==> src/rtl/pipeline_idex.sv <==
// rtl/pipeline_idex.sv - ID/EX pipeline register with load-use hazard detection and bubble control
//
// Captures decoded instruction state from ID each cycle and presents it,
// registered, to EX. A load in EX whose destination is a source of the
// instruction in ID produces a one-cycle stall and a bubble in EX. A redirect
// resolved in EX squashes the ID instruction instead. Load-use bubbles are
// counted in a saturating counter.
//
// Ports:
//   clk, reset            clock; asynchronous active-high reset
//   hold                  global freeze, every register keeps its value
//   redirect              EX resolved a taken branch/jump; ID is wrong-path
//   id_* / ex_*           decoded instruction state, ID input / EX output
//   id_usesrt             ID instruction reads rt as a source
//   stall                 freeze PC and IF/ID this cycle
//   bubbles               saturating count of inserted load-use bubbles

module pipeline_idex #(
  parameter int CNTW = 32
) (
  input  logic            clk,
  input  logic            reset,
  input  logic            hold,
  input  logic            redirect,
  input  logic            id_valid,
  input  logic [31:0]     id_instr,
  input  logic [31:0]     id_pcplus4,
  input  logic [31:0]     id_regdataa,
  input  logic [31:0]     id_regdatab,
  input  logic [4:0]      id_rs,
  input  logic [4:0]      id_rt,
  input  logic [4:0]      id_rd,
  input  logic            id_usesrt,
  input  logic [5:0]      id_funct,
  input  logic [1:0]      id_aluop,
  input  logic            id_shiftl16,
  input  logic            id_jumptoreg,
  input  logic            id_jump,
  input  logic            id_alusrc,
  input  logic            id_nez,
  input  logic            id_branch,
  input  logic            id_regdst,
  input  logic            id_regwrite,
  input  logic            id_memwrite,
  input  logic            id_memtoreg,
  output logic            ex_valid,
  output logic [31:0]     ex_instr,
  output logic [31:0]     ex_pcplus4,
  output logic [31:0]     ex_regdataa,
  output logic [31:0]     ex_regdatab,
  output logic [4:0]      ex_rs,
  output logic [4:0]      ex_rt,
  output logic [4:0]      ex_rd,
  output logic [5:0]      ex_funct,
  output logic [1:0]      ex_aluop,
  output logic            ex_shiftl16,
  output logic            ex_jumptoreg,
  output logic            ex_jump,
  output logic            ex_alusrc,
  output logic            ex_nez,
  output logic            ex_branch,
  output logic            ex_regdst,
  output logic            ex_regwrite,
  output logic            ex_memwrite,
  output logic            ex_memtoreg,
  output logic            stall,
  output logic [CNTW-1:0] bubbles
);

  typedef struct packed {
    logic        valid;
    logic [31:0] instr;
    logic [31:0] pcplus4;
    logic [31:0] regdataa;
    logic [31:0] regdatab;
    logic [4:0]  rs;
    logic [4:0]  rt;
    logic [4:0]  rd;
    logic [5:0]  funct;
    logic [1:0]  aluop;
    logic        shiftl16;
    logic        jumptoreg;
    logic        jump;
    logic        alusrc;
    logic        nez;
    logic        branch;
    logic        regdst;
    logic        regwrite;
    logic        memwrite;
    logic        memtoreg;
  } idex_t;

  idex_t           stage_q, stage_d, id_s, bubble_s;
  logic [CNTW-1:0] bub_q, bub_d;
  logic            hazard;

  always_comb begin
    id_s = '{valid: id_valid, instr: id_instr, pcplus4: id_pcplus4,
             regdataa: id_regdataa, regdatab: id_regdatab,
             rs: id_rs, rt: id_rt, rd: id_rd, funct: id_funct, aluop: id_aluop,
             shiftl16: id_shiftl16, jumptoreg: id_jumptoreg, jump: id_jump,
             alusrc: id_alusrc, nez: id_nez, branch: id_branch, regdst: id_regdst,
             regwrite: id_regwrite, memwrite: id_memwrite, memtoreg: id_memtoreg};

    // Bubble keeps the ID datapath fields; with every control bit cleared
    // they cannot reach architectural state.
    bubble_s           = id_s;
    bubble_s.valid     = 1'b0;
    bubble_s.instr     = 32'h0;
    bubble_s.funct     = 6'h0;
    bubble_s.aluop     = 2'h0;
    bubble_s.shiftl16  = 1'b0;
    bubble_s.jumptoreg = 1'b0;
    bubble_s.jump      = 1'b0;
    bubble_s.alusrc    = 1'b0;
    bubble_s.nez       = 1'b0;
    bubble_s.branch    = 1'b0;
    bubble_s.regdst    = 1'b0;
    bubble_s.regwrite  = 1'b0;
    bubble_s.memwrite  = 1'b0;
    bubble_s.memtoreg  = 1'b0;
  end

  // $zero is never a real dependency, so a load targeting it cannot stall.
  assign hazard = stage_q.valid & stage_q.memtoreg & (stage_q.rt != 5'd0) & id_valid &
                  ((stage_q.rt == id_rs) | (id_usesrt & (stage_q.rt == id_rt)));

  // On redirect the IF/ID flush owns the frontend, so the hazard must not stall.
  assign stall = hold | (hazard & ~redirect);

  always_comb begin
    stage_d = id_s;
    bub_d   = bub_q;
    if (redirect) begin
      stage_d = bubble_s;
    end else if (hazard) begin
      stage_d = bubble_s;
      if (~&bub_q) bub_d = bub_q + CNTW'(1);
    end
  end

  always_ff @(posedge clk or posedge reset) begin
    if (reset) begin
      stage_q <= '0;
      bub_q   <= '0;
    end else if (!hold) begin
      stage_q <= stage_d;
      bub_q   <= bub_d;
    end
  end

  assign ex_valid     = stage_q.valid;
  assign ex_instr     = stage_q.instr;
  assign ex_pcplus4   = stage_q.pcplus4;
  assign ex_regdataa  = stage_q.regdataa;
  assign ex_regdatab  = stage_q.regdatab;
  assign ex_rs        = stage_q.rs;
  assign ex_rt        = stage_q.rt;
  assign ex_rd        = stage_q.rd;
  assign ex_funct     = stage_q.funct;
  assign ex_aluop     = stage_q.aluop;
  assign ex_shiftl16  = stage_q.shiftl16;
  assign ex_jumptoreg = stage_q.jumptoreg;
  assign ex_jump      = stage_q.jump;
  assign ex_alusrc    = stage_q.alusrc;
  assign ex_nez       = stage_q.nez;
  assign ex_branch    = stage_q.branch;
  assign ex_regdst    = stage_q.regdst;
  assign ex_regwrite  = stage_q.regwrite;
  assign ex_memwrite  = stage_q.memwrite;
  assign ex_memtoreg  = stage_q.memtoreg;
  assign bubbles      = bub_q;

endmodule
==> config.mk <==
export PLATFORM = sky130hd
export DESIGN_NAME = pipeline_idex
export DESIGN_NICKNAME = d
export VERILOG_FILES = /design/src/rtl/pipeline_idex.sv
export SDC_FILE = /design/constraint.sdc
export NUM_CORES = 1
export LEC_CHECK = 0
export CAP_MARGIN = 20
export CORE_ASPECT_RATIO = 0.8
export CORE_MARGIN = 2
export CORE_UTILIZATION = 40
export DETAILED_ROUTE_END_ITERATION = 8
export MAX_ROUTING_LAYER = met4
export PLACE_DENSITY = 0.78
export RECOVER_POWER = 100
export SLEW_MARGIN = 40
export SYNTH_ARGS = -nofsm -noshare
export SYNTH_HDL_FRONTEND = slang
export SYNTH_SLANG_ARGS = --single-unit
export TNS_END_PERCENT = 50
==> constraint.sdc <==
create_clock -name clk -period 10.3 [get_ports clk]
set_input_delay 2.575 -clock clk [delete_from_list [all_inputs] [get_ports clk]]
set_output_delay 2.575 -clock clk [all_outputs]
set_load 0.02 [all_outputs]
==> results.sh, run 1 <==
export IMPL_pwr_density_cell_nw_per_um2=154
export IMPL_track_usage_pct=22.0
export IMPL_worst_slew_pin_slew_ns=5.16
export IMPL_syn_area_per_cell_um2=14.6
export IMPL_required_ns=9.60
export IMPL_cts_sinks=194
export IMPL_cp_data_arrival_time_ns=6.84
export IMPL_reg2reg_depth=6
export IMPL_drt_pass1_iter_count=4
export IMPL_endpoint_kind="async pin"
export IMPL_core_um2=18900
export IMPL_ys_warn_count=0
export IMPL_cp_slowest_cell="inv_1"
export IMPL_cp_start_kind="primary input"
export IMPL_first_global_vias=6058
export IMPL_vias_per_cell=4.90
export IMPL_cts_hold_buf=0
export IMPL_cts_tree="built"
export IMPL_grt_pass1_wl_mm=33.5
export IMPL_maxCapViolations=3
export IMPL_layout_drive_gt1_share_pct=16.6
export IMPL_regArea_um2=4850
export IMPL_vdd_ir_drop_max_uv=93.2
export IMPL_ys_ff_latch=194
export IMPL_overflow=0
export IMPL_holdCritPathClass="flop to flop"
export IMPL_path_clk_slew_ns=0.07
export IMPL_setup_violations=0
export IMPL_crit_path_max_incr_delay_ns=3.51
export IMPL_synth_edff_count=0
export IMPL_dpl_hpwl_mm=15.7
export IMPL_cts_buffers=17
export IMPL_hold_violations=0
export IMPL_timing_fmax_mhz=133
export IMPL_portBuffers=361
export IMPL_antenna_found_initial=0
export IMPL_hold_path_depth=1
export IMPL_ioPinCount=362
export IMPL_area_growth_syn_to_layout_pct=55.9
export IMPL_finish_net_count=1051
export IMPL_critPathBufInv=2
export IMPL_synth_fp_nets=695
export IMPL_die_h_um=128
export IMPL_fin_setup_tns_ns=0
export IMPL_async_flop_share_pct=100
export IMPL_ctsResizeCount=0
export IMPL_hold_slack_ns=0.489
export IMPL_status="complete, but fails checks"
export IMPL_dieArea_um2=20400
export IMPL_ys_seq_area_share_pct=63.1
export IMPL_post_synth_instance_area_um2=7690
export IMPL_wl_mm=21.4
export IMPL_maxSlewViolCount=263
export IMPL_vias=5645
export IMPL_htree_levels=4
export IMPL_synth_top_area_cell="dfrtp_1"
export IMPL_die_w_um=159
export IMPL_rsz0062_at_grt="false"
export IMPL_cp_top_family="buffers and inverters"
export IMPL_cp_num_cells=2
export IMPL_root_buffer="clkbuf_16"
export IMPL_gp_congestion=0.792
export IMPL_crit_chain="dlygate4sd3_1 > inv_1"
export IMPL_antenna_cells=0
export IMPL_clockBufferDepth=2
export IMPL_wl_per_cell_um=18.6
export IMPL_synth_distinct_cells=31
export IMPL_crit_path_max_fanout=137
export IMPL_multi_input_area_um2=2600
export IMPL_rows=45
export IMPL_violations="capacitance limit, slew limit"
export IMPL_grt_max_degree=138
export IMPL_initial_core_util_pct=40.7
export IMPL_ys_flop_type="dfrtp_1"
export IMPL_path_class="primary input to async pin"
export IMPL_min_period_ns=7.54
export IMPL_fin_crit_sh_pct=73.2
export IMPL_skew_ns=0.0135
export IMPL_netlist_instances=527
export IMPL_fill_cells=1524
export IMPL_cts_setup_buffers=0
export IMPL_detail_route_antenna_nets=0
export IMPL_drt_iter0_markers=265
export IMPL_yosys_top_cells_area="dfrtp_1 (63%), mux2_2 (16%), a22o_1 (5.8%)"
export IMPL_p_leak_nw=5.32
export IMPL_worstSkewPairLatency_ns=0.43
export IMPL_slew_headroom_pct=-244
export IMPL_yosys_area_top_type_share_pct=63.1
export IMPL_drc=0
[metal layers]
layer / GRT usage, % / up-vias / routed length [µm]
li1: - / 2595 / -
met1: 26.1 / 2824 / 8710
met2: 36.3 / 209 / 10800
met3: 8.02 / 17 / 1720
met4: 4.97 / 0 / 210
met5: - / - / 0
[power breakdown]
part	total [mW]	leakage, nW	internal, mW	switching, mW
Combinational	0.354	2.66	0.189	0.165
Clock	0.645	0.279	0.333	0.312
Sequential	0.852	2.38	0.820	0.0310
Total	1.85	5.32	1.34	0.508
[synth_stat cells, types with 4 or more instances]
library cell	instances
and4_1	4
inv_1	6
and3_1	4
clkbuf_1	16
xnor2_1	19
nand4_1	7
nor3_1	13
nor2_1	10
mux2_2	112
dfrtp_1	194
nand3_1	13
a22o_1	51
xor2_1	21
buf_6	7
nand2_1	20
nor3_2	5
[worst register-to-register path, cell delays in order, from the launching register on]
cell	delay (ns)
dfrtp_1	0.45
xnor2_1	0.16
nand3_1	0.10
o22ai_1	0.18
nand2_1	0.22
and2_0	2.20
a22o_1	0.41
[per-stage QoR]
stage | util, % | cell area (µm²) | cells | worst slack (ns) | total power, mW
finish | 63.4 | 12000 | 1153 | 2.76 | 1.85
global route | 63.4 | 12000 | 1153 | 1.68 | 1.93
CTS | 63.8 | 12100 | 1153 | 3.14 | 1.90
detailed placement | 60.8 | 11500 | 1122 | 3.14 | 1.25
global placement | 60.8 | 11500 | 1122 | 3.18 | 1.24
floorplan | - | 7690 | 527 | 2.44 | 1.03
[worst paths after layout]
kind | start | endpoint | slack, ns
worst min register to register | bubbles[25] | bubbles[25] | 0.49
worst max register to register | ex_rt[1] | ex_funct[0] | 6.50
worst min-delay path | bubbles[25] | bubbles[25] | 0.49
worst max-delay path | reset | bubbles[13] | 2.76
min in group asynchronous | reset | ex_branch | 4.52
max in group clk | id_rt[4] | stall | 2.81
[area by class of cell]
type / instances / area share (%)
Clock inverter: 12 / 0.949
Clock buffer: 19 / 3.78
Multi-Input combinational cell: 301 / 21.7
Inverter: 6 / 0.188
Sequential cell: 194 / 40.5
Tap cell: 258 / 2.69
Timing Repair Buffer: 363 / 30.2
[layout by cell type (no fill, tap or decap), types with 15 or more instances in the layout]
master	synthesis	routed
dlygate4sd3_1	0	197
nor3_1	13	18
xnor2_1	19	19
clkdlybuf4s50_1	0	163
clkbuf_16	0	17
mux2_2	112	111
xor2_1	21	21
nand2_1	20	22
a22o_1	51	51
nand3_1	13	15
dfrtp_1	194	194
[registers in the layout (all words and copies together), names as in the netlist, 2 cells and up]
register and cells:
ex_rs 5, ex_regdatab 32, ex_regdataa 32, ex_rd 5, ex_funct 6, ex_instr 32, ex_aluop 2, ex_pcplus4 32
bubbles 32, ex_rt 5
[logic make-up after synthesis]
group / after synthesis / share of synthesized area [%]
adder cells (fa/ha/maj): 1 / 0.163
flip-flops: 194 / 63.1
AND/OR/NAND/NOR: 93 / 7.12
multiplexers: 113 / 16.5
XOR/XNOR: 40 / 4.55
buffers and inverters: 32 / 2.29
AO/OA/AOI/OAI: 54 / 6.23
Power figures use the tool's default switching activity.
==> inputs of run 2 (changes only) <==
- clock period: 10.3 -> 7.6 ns (I/O delays scaled with it)
==> run 2 against run 1 <==
Compared with the run above:
- the run still ends with capacitance limit, slew limit left
- flip-flop and latch count unchanged
- non-clock buffer count is the same
- die area did not move
- hold slack better by 0.0096 ns
- clock skew barely moved
- core utilization grew 0.14 points
- largest cell class unchanged
- highest routed layer unchanged
==> results.sh, run 2 (same netlist as run 1, synthesis figures left out) <==
export IMPL_status="complete, but fails checks"
export IMPL_violations="capacitance limit, slew limit"
export IMPL_holdCritPathClass="flop to flop"
export IMPL_grt_max_degree=138
export IMPL_portBuffers=361
export IMPL_ioPinCount=362
export IMPL_totalPowerFinal_mw=2.54
export IMPL_drt_pass1_iter_count=4
export IMPL_final_cell_mix="dlygate4sd3_1 (198), dfrtp_1 (194), clkdlybuf4s50_1 (162)"
export IMPL_setup_violations=0
export IMPL_die_h_um=128
export IMPL_min_period_ns=6.14
export IMPL_pwr_density_cell_nw_per_um2=211
export IMPL_worst_slew_pin_slew_ns=3.79
export IMPL_overflow=0
export IMPL_final_common_cell="dlygate4sd3_1"
export IMPL_gp_congestion=0.815
export IMPL_drt_iter0_markers=304
export IMPL_fin_crit_sh_pct=80.7
export IMPL_detail_route_antenna_nets=0
export IMPL_first_global_vias=5925
export IMPL_crit_path_max_fanout=5
export IMPL_track_usage_pct=21.5
export IMPL_clockBufferDepth=2
export IMPL_cts_setup_buffers=0
export IMPL_ctsResizeCount=0
export IMPL_maxSlewViolCount=263
export IMPL_worstSkewPairLatency_ns=0.42
export IMPL_htree_levels=4
export IMPL_required_ns=5.70
export IMPL_cp_slowest_cell="dlygate4sd3_1"
export IMPL_layout_drive_gt1_share_pct=16.9
export IMPL_area_growth_syn_to_layout_pct=56.3
export IMPL_rows=45
export IMPL_cp_start_kind="primary input"
export IMPL_wl_per_cell_um=18.5
export IMPL_antenna_found_initial=0
export IMPL_wl_mm=21.3
export IMPL_dieArea_um2=20400
export IMPL_fin_setup_tns_ns=0
export IMPL_crit_path_max_incr_delay_ns=0.69
export IMPL_skew_ns=0.0136
export IMPL_vias_per_cell=4.92
export IMPL_dpl_hpwl_mm=15.5
export IMPL_vias=5675
export IMPL_maxCapViolations=3
export IMPL_dp_cells=1122
export IMPL_path_class="primary input to primary output"
export IMPL_grt_pass1_wl_mm=33.0
export IMPL_cp_common_cell="dlygate4sd3_1"
export IMPL_p_leak_nw=5.32
export IMPL_finish_net_count=1051
export IMPL_antenna_cells=0
export IMPL_instances_no_fill=1154
export IMPL_hold_violations=0
export IMPL_drc=0
export IMPL_slew_headroom_pct=-153
export IMPL_cts_sinks=194
export IMPL_cts_tree="built"
export IMPL_cts_hold_buf=0
export IMPL_rsz0062_at_grt="false"
export IMPL_initial_core_util_pct=40.7
export IMPL_core_um2=18900
export IMPL_cp_data_arrival_time_ns=4.24
export IMPL_die_w_um=159
export IMPL_endpoint_kind="primary output"
export IMPL_hold_slack_ns=0.499
export IMPL_timing_fmax_mhz=163
export IMPL_path_clk_slew_ns=0.07
export IMPL_crit_chain="dlygate4sd3_1 > xnor2_1 > nand4_1 > o22ai_1 > nand2_1 > o21bai_1 > dlygate4sd3_1"
export IMPL_cts_buffers=17
export IMPL_root_buffer="clkbuf_16"
export IMPL_vdd_ir_drop_max_uv=155
-- run 2: routing by layer --
metal  vias to the layer above  wire (µm)  global-route usage, %
li1                       2599          -                      -
met1                      2836       8780                   26.5
met2                       219      10500                   34.3
met3                        21       1770                   7.83
met4                         0        276                   4.92
met5                         -          0                      -
-- run 2: per-stage QoR --
step / instance area [µm²] / utilization [%] / setup WS, ns
detailed placement: 11500 / 60.8 / 1.81
floorplan: 7690 / - / 0.416
global placement: 11500 / 60.8 / 1.83
CTS: 12100 / 64.0 / 1.81
global route: 12000 / 63.5 / 1.27
finish: 12000 / 63.5 / 1.46
-- run 2: cell type report --
cell class              instances  area [µm²]
clock inverters                12         135
repair buffers                363        3620
fillers                      1495        6900
clock buffers                  20         457
flip-flops and latches        194        4850
well taps                     258         323
inverters                       6        26.3
multi-input cells             301        2600
-- run 2: report_power, final --
part           internal (mW)  switching (mW)
clock                  0.485           0.422
combinational          0.256           0.224
sequential              1.11          0.0420
total                   1.85           0.688
-- run 2: worst paths after layout --
kind                               startpoint        endpoint  slack [ns]  depth (start not counted)
worst min register to register  ex_pcplus4[7]   ex_pcplus4[7]        0.50                          1
worst min-delay path            ex_pcplus4[7]   ex_pcplus4[7]        0.50                          1
worst max register to register       ex_rt[4]     ex_funct[2]        3.73                          6
max in group asynchronous               reset  ex_regdatab[6]        2.21                          3
min in group asynchronous               reset       ex_branch        2.87                          2
worst max-delay path                 id_rt[2]           stall        1.46                          7
-- run 2: worst max-delay path: cells and delay by family --
kind,cells,cell delay [ns]
simple gates,2,0.37
buf+inv,2,1.26
xor+xnor,1,0.15
compound gates,2,0.56
